`src/rtl/bf_output_decimal_formatter.sv`:
```
// Purpose: converts each accepted WORD_SIZE-bit word into unsigned decimal ASCII
//   (MSD first, leading zeros suppressed, optional terminator) on a byte stream.
// Latency: word accepted at edge T, first character valid after edge T+WORD_SIZE+1;
//   in_ready returns the cycle after the final character transfer.
// Backpressure: in_ready is high only while IDLE; out_char/out_valid are registered
//   and hold stable while out_ready is low.
// Ports:
//   clk, rst                      - clock, synchronous active-high reset
//   in_word/in_valid/in_ready     - word stream from bf_machine
//   out_char/out_valid/out_ready  - ASCII character stream toward console/UART
module bf_output_decimal_formatter #(
  parameter int         WORD_SIZE       = 8,
  parameter int         MAX_DIGITS      = 3,
  parameter int         EMIT_TERMINATOR = 1,
  parameter logic [7:0] TERMINATOR      = 8'h0A
) (
  input  logic                 clk,
  input  logic                 rst,
  input  logic [WORD_SIZE-1:0] in_word,
  input  logic                 in_valid,
  output logic                 in_ready,
  output logic [7:0]           out_char,
  output logic                 out_valid,
  input  logic                 out_ready
);

  localparam int BW = 4 * MAX_DIGITS;
  localparam int IW = (MAX_DIGITS > 1) ? $clog2(MAX_DIGITS) : 1;
  localparam int CW = $clog2(WORD_SIZE + 1);

  localparam logic [1:0] S_IDLE    = 2'd0;
  localparam logic [1:0] S_CONVERT = 2'd1;
  localparam logic [1:0] S_EMIT    = 2'd2;
  localparam logic [1:0] S_TERM    = 2'd3;

  logic [1:0]           state_q, state_d;
  logic [WORD_SIZE-1:0] word_q, word_d;
  logic [BW-1:0]        bcd_q, bcd_d;
  logic [CW-1:0]        cnt_q, cnt_d;
  logic [IW-1:0]        idx_q, idx_d;
  logic                 out_valid_q, out_valid_d;
  logic [7:0]           out_char_q, out_char_d;

  logic [BW-1:0]        bcd_adj;
  logic [IW-1:0]        msnz;

  // Digits are always 0..9, so the ASCII code is simply {4'h3, nibble}.
  function automatic logic [7:0] digit_char(input logic [BW-1:0] b, input logic [IW-1:0] i);
    logic [3:0] nib;
    nib = b[int'(i) * 4 +: 4];
    return {4'h3, nib};
  endfunction

  // Double-dabble correction: any nibble >= 5 would overflow past 9 after the shift.
  always_comb begin
    bcd_adj = bcd_q;
    for (int i = 0; i < MAX_DIGITS; i++) begin
      if (bcd_q[4*i +: 4] >= 4'd5) begin
        bcd_adj[4*i +: 4] = bcd_q[4*i +: 4] + 4'd3;
      end
    end
  end

  // Index of the most-significant non-zero digit; 0 when the value is zero so
  // that a lone "0" is still emitted.
  always_comb begin
    msnz = '0;
    for (int i = 0; i < MAX_DIGITS; i++) begin
      if (bcd_q[4*i +: 4] != 4'h0) begin
        msnz = IW'(i);
      end
    end
  end

  always_comb begin
    state_d     = state_q;
    word_d      = word_q;
    bcd_d       = bcd_q;
    cnt_d       = cnt_q;
    idx_d       = idx_q;
    out_valid_d = out_valid_q;
    out_char_d  = out_char_q;

    case (state_q)
      S_IDLE: begin
        if (in_valid) begin
          word_d  = in_word;
          bcd_d   = '0;
          cnt_d   = CW'(WORD_SIZE);
          state_d = S_CONVERT;
        end
      end

      S_CONVERT: begin
        {bcd_d, word_d} = {bcd_adj, word_q} << 1;
        cnt_d = cnt_q - CW'(1);
        if (cnt_q == CW'(1)) begin
          state_d = S_EMIT;
        end
      end

      S_EMIT: begin
        if (!out_valid_q) begin
          // First cycle in EMIT: BCD is final, pick the leading digit.
          idx_d       = msnz;
          out_valid_d = 1'b1;
          out_char_d  = digit_char(bcd_q, msnz);
        end else if (out_ready) begin
          if (idx_q != '0) begin
            idx_d      = idx_q - IW'(1);
            out_char_d = digit_char(bcd_q, idx_q - IW'(1));
          end else if (EMIT_TERMINATOR != 0) begin
            out_char_d = TERMINATOR;
            state_d    = S_TERM;
          end else begin
            out_valid_d = 1'b0;
            out_char_d  = 8'h00;
            state_d     = S_IDLE;
          end
        end
      end

      default: begin // S_TERM
        if (out_ready) begin
          out_valid_d = 1'b0;
          out_char_d  = 8'h00;
          state_d     = S_IDLE;
        end
      end
    endcase
  end

  always_ff @(posedge clk) begin
    if (rst) begin
      state_q     <= S_IDLE;
      word_q      <= '0;
      bcd_q       <= '0;
      cnt_q       <= '0;
      idx_q       <= '0;
      out_valid_q <= 1'b0;
      out_char_q  <= 8'h00;
    end else begin
      state_q     <= state_d;
      word_q      <= word_d;
      bcd_q       <= bcd_d;
      cnt_q       <= cnt_d;
      idx_q       <= idx_d;
      out_valid_q <= out_valid_d;
      out_char_q  <= out_char_d;
    end
  end

  assign in_ready  = (state_q == S_IDLE);
  assign out_valid = out_valid_q;
  assign out_char  = out_char_q;

endmodule

```
`config.mk`:
```
export PLATFORM = sky130hd
export DESIGN_NAME = bf_output_decimal_formatter
export DESIGN_NICKNAME = d
export VERILOG_FILES = /design/src/rtl/bf_output_decimal_formatter.sv
export SDC_FILE = /design/constraint.sdc
export NUM_CORES = 1
export LEC_CHECK = 0
export BUFFER_PORTS_ARGS = -buffer_cell sky130_fd_sc_hd__buf_4
export CORE_MARGIN = 1.5
export CORE_UTILIZATION = 50
export CTS_BUF_LIST = sky130_fd_sc_hd__clkbuf_4
export DETAILED_ROUTE_END_ITERATION = 8
export PLACE_DENSITY = 0.7
export SLEW_MARGIN = 40
export SYNTH_ARGS = -nofsm -noshare
export SYNTH_HDL_FRONTEND = slang
export SYNTH_SLANG_ARGS = --single-unit
```
`constraint.sdc`:
```
create_clock -name clk -period 3 [get_ports clk]
set_input_delay 0.6 -clock clk [delete_from_list [all_inputs] [get_ports clk]]
set_output_delay 0.6 -clock clk [all_outputs]
set_load 0.01 [all_outputs]
```
==> impl_results.md, run 1 <==
- Status: completed
- # hold bufs at CTS: 0
- LEAKAGE: 0.828 nW
- Routed vias: 1684
- First-pass GRT wire length: 7220 µm
- Filler Cell Count: 347
- WP data arrival: 2.45 ns
- Post-synth EDFFs: 0
- Main flop type after synthesis: dfxtp_1
- Sequential element share of the synthesized area: 0.348
- Commonest non-fill, non-tap cell in the layout: dfxtp_1
- CTS buffer count: 5
- Layout Nets: 270
- Area grow syn2layout: 10.0%
- CTS resizes: 0
- GPL Wtd Cong: 0.918
- Post-route cell area: 2150 µm²
- Final hold vios: 0
- Setup violators final: 0
- Setup ws final: 0.803 ns
- Slowest cell on the critical path: nor2_1
- Post-route DRC: 0
- IO Port Bufs: 19
- Io pins: 22
- ANT nets after route: 0
- Synthesized area per cell: 8.55 µm²
- Finished Core Util: 0.580
- PwrDens: 652 nW/µm²
- Clock Pin Slew Worst Setup and Hold Paths: 0.12 ns
- Critical path capture point type: register
- Crit Path Max Fanout: 13
- Cells after DPL: 286
- Post-route non-filler standard cell count: 294
- CTS sink cnt: 34
- Slew margin rel.: 0.537
- Half-perimeter wire length after placement: 3000 µm
- CP startpoint kind: register
- Core Footprint: 3720 µm²
- Grt total ovfl: 0
- Worst-Skew Late Latency: 0.34 ns
- Chip Height: 65.6 µm
- DR vias/cell: 5.73
- Fmax: 0.455 GHz
- Largest net degree at the start of global routing: 29
- Max VDD drop: 0.560 mV
- Minimum clock period: 2.20 ns
- Final Slew Violations: 0
- Max-Cap Viols: 0
- Final wirelength: 4240 µm
- Slew @ Worst Pin: 0.692 ns
- Crit-path max cell delay: 0.57 ns
- Diode count: 0
- FF+latch count, synth: 34
- Area taken by multi-input logic gates: 1160 µm²
- Initial Util: 0.527
- Gr usage total: 0.218
- Synth warnings: 0
- Die W: 65.6 µm
- Place WS: 0.805 ns
- Placed Area: 2100 µm²
- Sequential cell area: 681 µm²
- Max Root-Sink Buffers: 2
- Final period util: 0.732
- Row count: 22
- CP most frequent cell: nor2_1
- First-pass detailed-route iteration total: 5
- Number of setup buffers added after CTS: 0
- DRT iter0 DRCs: 126
- Worst hold path class: register to register
- RSZ-0062 raised after global routing: false
- WL/cell: 14.4 µm
- Root Buffer: clkbuf_4
- Distinct cells, synth: 52
- Layout cells sized above 1: 0.159
- Mapped Cells: 229
- Vias in the first global route: 1541
- Post-synthesis async set-or-reset flop share: 0
- Critical-path cell list: inv_1 -> ha_1 -> nor2_1 -> nor2_1 -> nor2_1 -> a22o_1
- Total power: 1.41 mW
- Initial antenna violation count: 0
- Clk_skew: 0.00978 ns
- H-tree Lvls: 2
- Setup total negative slack: 0 ns
- WP data required: 3.25 ns
- CP bufs+invs: 1
- CTS tree: done
- Final hold slack: 0.465 ns
- Commonest non-fill, non-tap cells in the layout: dfxtp_1, nor2_1, buf_4
- Critical path type: register to register
- Die area: 4300 µm²
- Post-synthesis cell area: 1960 µm²
- Cell family with most CP delay: simple AND/OR/NAND/NOR gates
[synthesized netlist by cell type (6+ instances only)]
master	number	area share
a21oi_1	14	0.036
a22o_1	6	0.027
dfxtp_1	34	0.35
ha_1	13	0.083
inv_1	16	0.031
mux2i_1	6	0.031
nand2_1	9	0.017
nand2b_1	7	0.022
nor2_1	25	0.048
nor3_1	10	0.026
o21ai_0	12	0.031
o22ai_1	7	0.022
[layout make-up]
cell class / instances / share of cell area
clock inverters: 3 / 0.00755
repair buffers: 19 / 0.0662
clock buffers: 5 / 0.0174
well taps: 48 / 0.0279
inverters: 16 / 0.0279
multi-input cells: 169 / 0.537
flip-flops and latches: 34 / 0.316
[worst min-delay path, cell delays in order, from the launching register on]
cell,delay [ns]
dfxtp_1,0.32
nand2_1,0.05
a21oi_1,0.05
[per-layer routing]
layer | GRT usage | up-vias | part of all wire
met3 | 0.0565 | 4 | 0.042
met1 | 0.313 | 783 | 0.50
li1 | - | 859 | -
met4 | 0.0547 | 0 | 0.0054
met2 | 0.325 | 38 | 0.45
met5 | 0 | - | 0
[report_power, final]
part           switching, mW  total, mW  internal (mW)
Sequential            0.0632      0.596          0.533
Clock                  0.165      0.252         0.0871
Combinational          0.333      0.558          0.225
[path summary, 6_finish.rpt]
kind	to	cells past startpoint	from	slack, ns
max	bcd_q[5]	6	state_q[1]	0.80
min	word_q[0]	2	word_q[0]	0.46
max reg2reg	bcd_q[5]	6	state_q[1]	0.80
min reg2reg	word_q[0]	2	word_q[0]	0.46
[kinds of logic (layout without fill, tap and decap cells)]
family | after synthesis | in the layout | synth area share
muxes | 7 | 7 | 0.0364
xor gates and xnor gates | 3 | 3 | 0.0134
other | 1 | 2 | 0.00192
DFF | 34 | 34 | 0.348
adders and majority gates | 13 | 13 | 0.0831
AOI/OAI and AO/OA | 70 | 70 | 0.248
buffers and inverters | 27 | 43 | 0.0633
and+or+nand+nor | 74 | 74 | 0.206
[sequential cells by signal, summed over array words and instances, names as in the netlist]
register	flops
out_char	5
idx_q	2
cnt_q	4
state_q	2
bcd_q	12
out_valid	1
word_q	8
Note: power is estimated with default switching activity, not from simulation.
==> run 2: changes to the inputs <==
clock period = 2.2 ns   (was 3 ns; I/O delays follow)
==> run 2 against run 1 <==
  * First-iteration DRC count is 33% lower
  * Combinational power is 48% higher
  * Maximum frequency is 14% higher
  * Clock-buffer cell count stayed put
==> impl_results.md, run 2 (synthesis gave the netlist of run 1 again) <==
- Routed met3 length: 183 µm
- WL/cell: 14.2 µm
- Vias in the first global route: 1478
- Clk_skew: 0.00942 ns
- Minimum clock period: 1.92 ns
- Top reg by flops: bcd_q
- Die area: 4300 µm²
- Critical path type: register to register
- CTS buffer count: 5
- Layout Nets: 275
- Metal2 WL: 1890 µm
- Max VDD drop: 0.680 mV
- Post-route DRC: 0
- Worst-Skew Late Latency: 0.34 ns
- GPL Wtd Cong: 0.906
- First-pass detailed-route iteration total: 4
- Grt total ovfl: 0
- DR vias/cell: 5.62
- Root Buffer: clkbuf_4
- Final Slew Violations: 0
- Setup violators final: 0
- Row count: 22
- Slew @ Worst Pin: 0.490 ns
- Setup total negative slack: 0 ns
- Final wirelength: 4250 µm
- Io pins: 22
- Post-route non-filler standard cell count: 299
- CTS sink cnt: 34
- Half-perimeter wire length after placement: 3160 µm
- Final period util: 0.874
- Crit Path Max Fanout: 8
- First-pass GRT wire length: 6880 µm
- CP startpoint kind: register
- Initial antenna violation count: 0
- LEAKAGE: 0.852 nW
- Core Footprint: 3720 µm²
- PwrDens: 898 nW/µm²
- Largest net degree at the start of global routing: 29
- Status: completed
- Filler Cell Count: 356
- Worst hold path class: input port to register
- H-tree Lvls: 2
- Fmax: 0.520 GHz
- Max-Cap Viols: 0
- Chip Height: 65.6 µm
- RSZ-0062 raised after global routing: false
- Cells after DPL: 291
- WP data arrival: 2.15 ns
- Clock Pin Slew Worst Setup and Hold Paths: 0.11 ns
- DRT iter0 DRCs: 85
- CTS resizes: 0
- Max Root-Sink Buffers: 2
- Number of setup buffers added after CTS: 0
- ANT nets after route: 0
- Gr usage total: 0.206
- # hold bufs at CTS: 0
- Commonest non-fill, non-tap cells in the layout: dfxtp_1, nor2_1, buf_4
- IO Port Bufs: 19
- Critical path capture point type: register
- Commonest non-fill, non-tap cell in the layout: dfxtp_1
- Initial Util: 0.527
- Routed vias: 1679
- Slew margin rel.: 0.671
- Top layer reached by signal wires: met4
- Diode count: 0
- Max FFs per register: 12
- Area grow syn2layout: 11.9%
- Die W: 65.6 µm
- Final hold vios: 0
- Layout cells sized above 1: 0.175
- CTS tree: done
- Wl on met1: 2130 µm
- WP data required: 2.42 ns
## run 2: cell types whose count changed in the layout (fill, tap and decap cells not counted), sizes merged
cell  previous run  this run
buf             19        24
## run 2: path summary, 6_finish.rpt
kind	slack [ns]	depth (start not counted)	endpoint	from
setup reg to reg	0.28	6	out_char[1]	idx_q[0]
hold / removal	0.37	3	word_q[0]	in_word[0]
setup / recovery	0.28	6	out_char[1]	idx_q[0]
hold reg to reg	0.47	2	word_q[0]	word_q[0]
## run 2: final cells by class
cell class / count / area, µm² / share of cell area
repair buffers: 24 / 180 / 0.0822
inverters: 16 / 60.1 / 0.0274
clock inverters: 3 / 16.3 / 0.00742
flip-flops and latches: 34 / 681 / 0.311
multi-input cells: 169 / 1160 / 0.528
well taps: 48 / 60.1 / 0.0274
clock buffers: 5 / 37.5 / 0.0171
## run 2: where the power goes
group | switching, mW | internal (mW)
sequential | 0.0820 | 0.726
combinational | 0.474 | 0.351
clock | 0.218 | 0.119
## run 2: worst max-delay path: stages, from the launching register on
cell	delay, ns
dfxtp_1	0.47
inv_1	0.09
ha_1	0.41
mux2_2	0.36
a221o_1	0.29
o311ai_1	0.08
o2bb2ai_1	0.11
## run 2: routing by layer
metal	track usage	vias up
met5	0	-
met4	0.0547	0
met3	0.0462	5
met2	0.333	32
met1	0.278	774
li1	-	868
## run 2: stage by stage
step	util	setup WS [ns]	power (mW)	hold WS [ns]	instance area, µm²
4_1_cts	0.590	0.269	1.99	0.358	2190
3_3_place_gp	0.575	0.348	1.64	0.441	2140
6_report	0.590	0.277	1.97	0.370	2190
5_1_grt	0.590	0.140	2.12	0.384	2190
2_1_floorplan	-	0.455	1.43	0.432	1960
3_5_place_dp	0.575	0.295	1.65	0.457	2140
==> run 3: changes to the inputs <==
ABC_AREA = 1   (was not set)
CORE_UTILIZATION = 30   (was 50)
PLACE_DENSITY = not set   (was 0.7)
==> run 3 against run 2 <==
  * The run now ends with DRC left
  * Non-clock buffer count decreased by 3
  * First-iteration DRC count grew 35%
  * Flip-flop and latch count stayed put
  * Utilization shrank 23 points
  * Largest cell class unchanged
  * Largest power group unchanged
==> impl_results.md, run 3 <==
- Area contributors post-synth: dfxtp_1, nand2_1, ha_1
- Post-synthesis async set-or-reset flop share: 0
- Vias in the first global route: 1844
- WL/cell: 10.8 µm
- CP startpoint kind: register
- PwrDens: 999 nW/µm²
- WP data arrival: 1.26 ns
- Final period util: 0.773
- Critical path capture point type: primary output
- Diode count: 0
- Minimum clock period: 1.70 ns
- Number of setup buffers added after CTS: 0
- Total power: 2.32 mW
- Post-route non-filler standard cell count: 397
- Slowest cell on the critical path: dfxtp_1
- Top reg by flops: bcd_q
- IO Port Bufs: 19
- Commonest non-fill, non-tap cell in the layout: nand2_1
- Top cells by count, synth: nand2_1, inv_1, dfxtp_1
- Grt total ovfl: 0
- Filler Cell Count: 679
- Critical path type: register to primary output
- Layout cells sized above 1: 0.147
- DR vias/cell: 4.67
- Stages on worst setup path: 1
- Sequential element share of the synthesized area: 0.335
- Synth top area share: 0.335
- Layout Nets: 344
- WHS Path Cells: 3
- Yosys top cell by area: dfxtp_1
- Post-synth EDFFs: 0
- Initial Util: 0.315
- Placed Area: 2210 µm²
- Chip Height: 85.3 µm
- Clock Pin Slew Worst Setup and Hold Paths: 0.12 ns
- Final Slew Violations: 0
- CTS tree: done
- Crit Path Max Fanout: 11
- Main flop type after synthesis: dfxtp_1
- R2R depth: 7
- DRT iter0 DRCs: 115
- Count leader, synth: nand2_1
- Commonest non-fill, non-tap cells in the layout: nand2_1, inv_1, dfxtp_1
- RSZ-0062 raised after global routing: false
- Max Root-Sink Buffers: 2
- Slew margin rel.: 0.627
- Initial antenna violation count: 0
- Place WS: 0.617 ns
- First-pass GRT wire length: 7990 µm
- GPL Wtd Cong: 0.847
- Io pins: 22
- Core Footprint: 6460 µm²
- Synthesized area per cell: 6.73 µm²
- Setup violators final: 0
- Die area: 7280 µm²
- Worst hold path class: input port to register
- Finished Core Util: 0.359
- FF+latch count, synth: 34
- Setup total negative slack: 0 ns
- Max FFs per register: 12
- CTS sink cnt: 34
- LEAKAGE: 0.979 nW
- Cells after DPL: 389
- Worst-Skew Late Latency: 0.34 ns
- Post-route cell area: 2320 µm²
- Critical-path cell list: buf_4
- ANT nets after route: 0
- Distinct cells, synth: 33
- Failing checks: DRC
- Final hold vios: 0
- CTS buffer count: 5
- Post-route DRC: 3
- Root Buffer: clkbuf_4
- Max-Cap Viols: 0
- Half-perimeter wire length after placement: 3110 µm
- WP data required: 1.76 ns
- Max VDD drop: 0.540 mV
- CTS resizes: 0
- First-pass detailed-route iteration total: 6
- Mapped Cells: 302
- Final hold slack: 0.353 ns
- Clk_skew: 0.0113 ns
- Gr usage total: 0.133
- # hold bufs at CTS: 0
- Crit-path max cell delay: 0.70 ns
- Row count: 29
- CP bufs+invs: 1
- Slew @ Worst Pin: 0.558 ns
- Cell family with most CP delay: flip-flops
- Status: finished with violations
- Post-synthesis cell area: 2030 µm²
- Synth warnings: 0
- Setup ws final: 0.499 ns
- Final wirelength: 4280 µm
- Die W: 85.3 µm
- H-tree Lvls: 2
- Fmax: 0.588 GHz
- Largest net degree at the start of global routing: 32
- Area grow syn2layout: 14.2%
- Routed vias: 1855
run 3: cell types whose count changed after synthesis, sizes merged, moves of 7 or more:
cell | before | now
a21oi | 17 | 27
inv | 16 | 39
a31oi | 1 | 9
nand2 | 9 | 97
nor2 | 25 | 18
nand2b | 7 | 0
nor3 | 10 | 2
nand3 | 4 | 18
run 3: cells by family (layout without fill, tap and decap cells):
kind of cell | Yosys count | in the layout | synth area share
buffers and inverters | 51 | 68 | 0.113
other | 1 | 2 | 0.00184
AOI/OAI and AO/OA | 61 | 61 | 0.169
adders and majority gates | 13 | 13 | 0.0800
and+or+nand+nor | 142 | 142 | 0.302
DFF | 34 | 34 | 0.335
run 3: power by group:
| group | switching, mW | internal, mW |
|---|---|---|
| clock | 0.236 | 0.355 |
| sequential | 0.0717 | 0.731 |
| combinational | 0.612 | 0.314 |
| total | 0.919 | 1.40 |
run 3: layout make-up:
class | instances | area, µm² | area share
clock buffer | 5 | 37.5 | 0.0162
clock inverter | 3 | 68.8 | 0.0296
multi-input combinational | 218 | 1130 | 0.485
inverter | 39 | 154 | 0.0663
tap | 77 | 96.3 | 0.0415
timing repair buffer | 21 | 158 | 0.0679
sequential | 34 | 681 | 0.293
run 3: path summary, 6_finish.rpt:
check / startpoint / endpoint / slack, ns
max reg2reg: state_q[0] / bcd_q[4] / 0.62
min reg2reg: word_q[7] / bcd_q[0] / 0.47
max: out_valid / out_valid / 0.50
min: in_word[0] / word_q[0] / 0.35
run 3: per-layer routing:
metal,GRT usage,routed length (µm),up-vias,part of all wire
met5,0,0,-,0
met2,0.220,1810,38,0.42
met4,0.0469,66,0,0.015
met3,0.0282,196,7,0.046
li1,-,-,1002,-
met1,0.172,2210,808,0.51
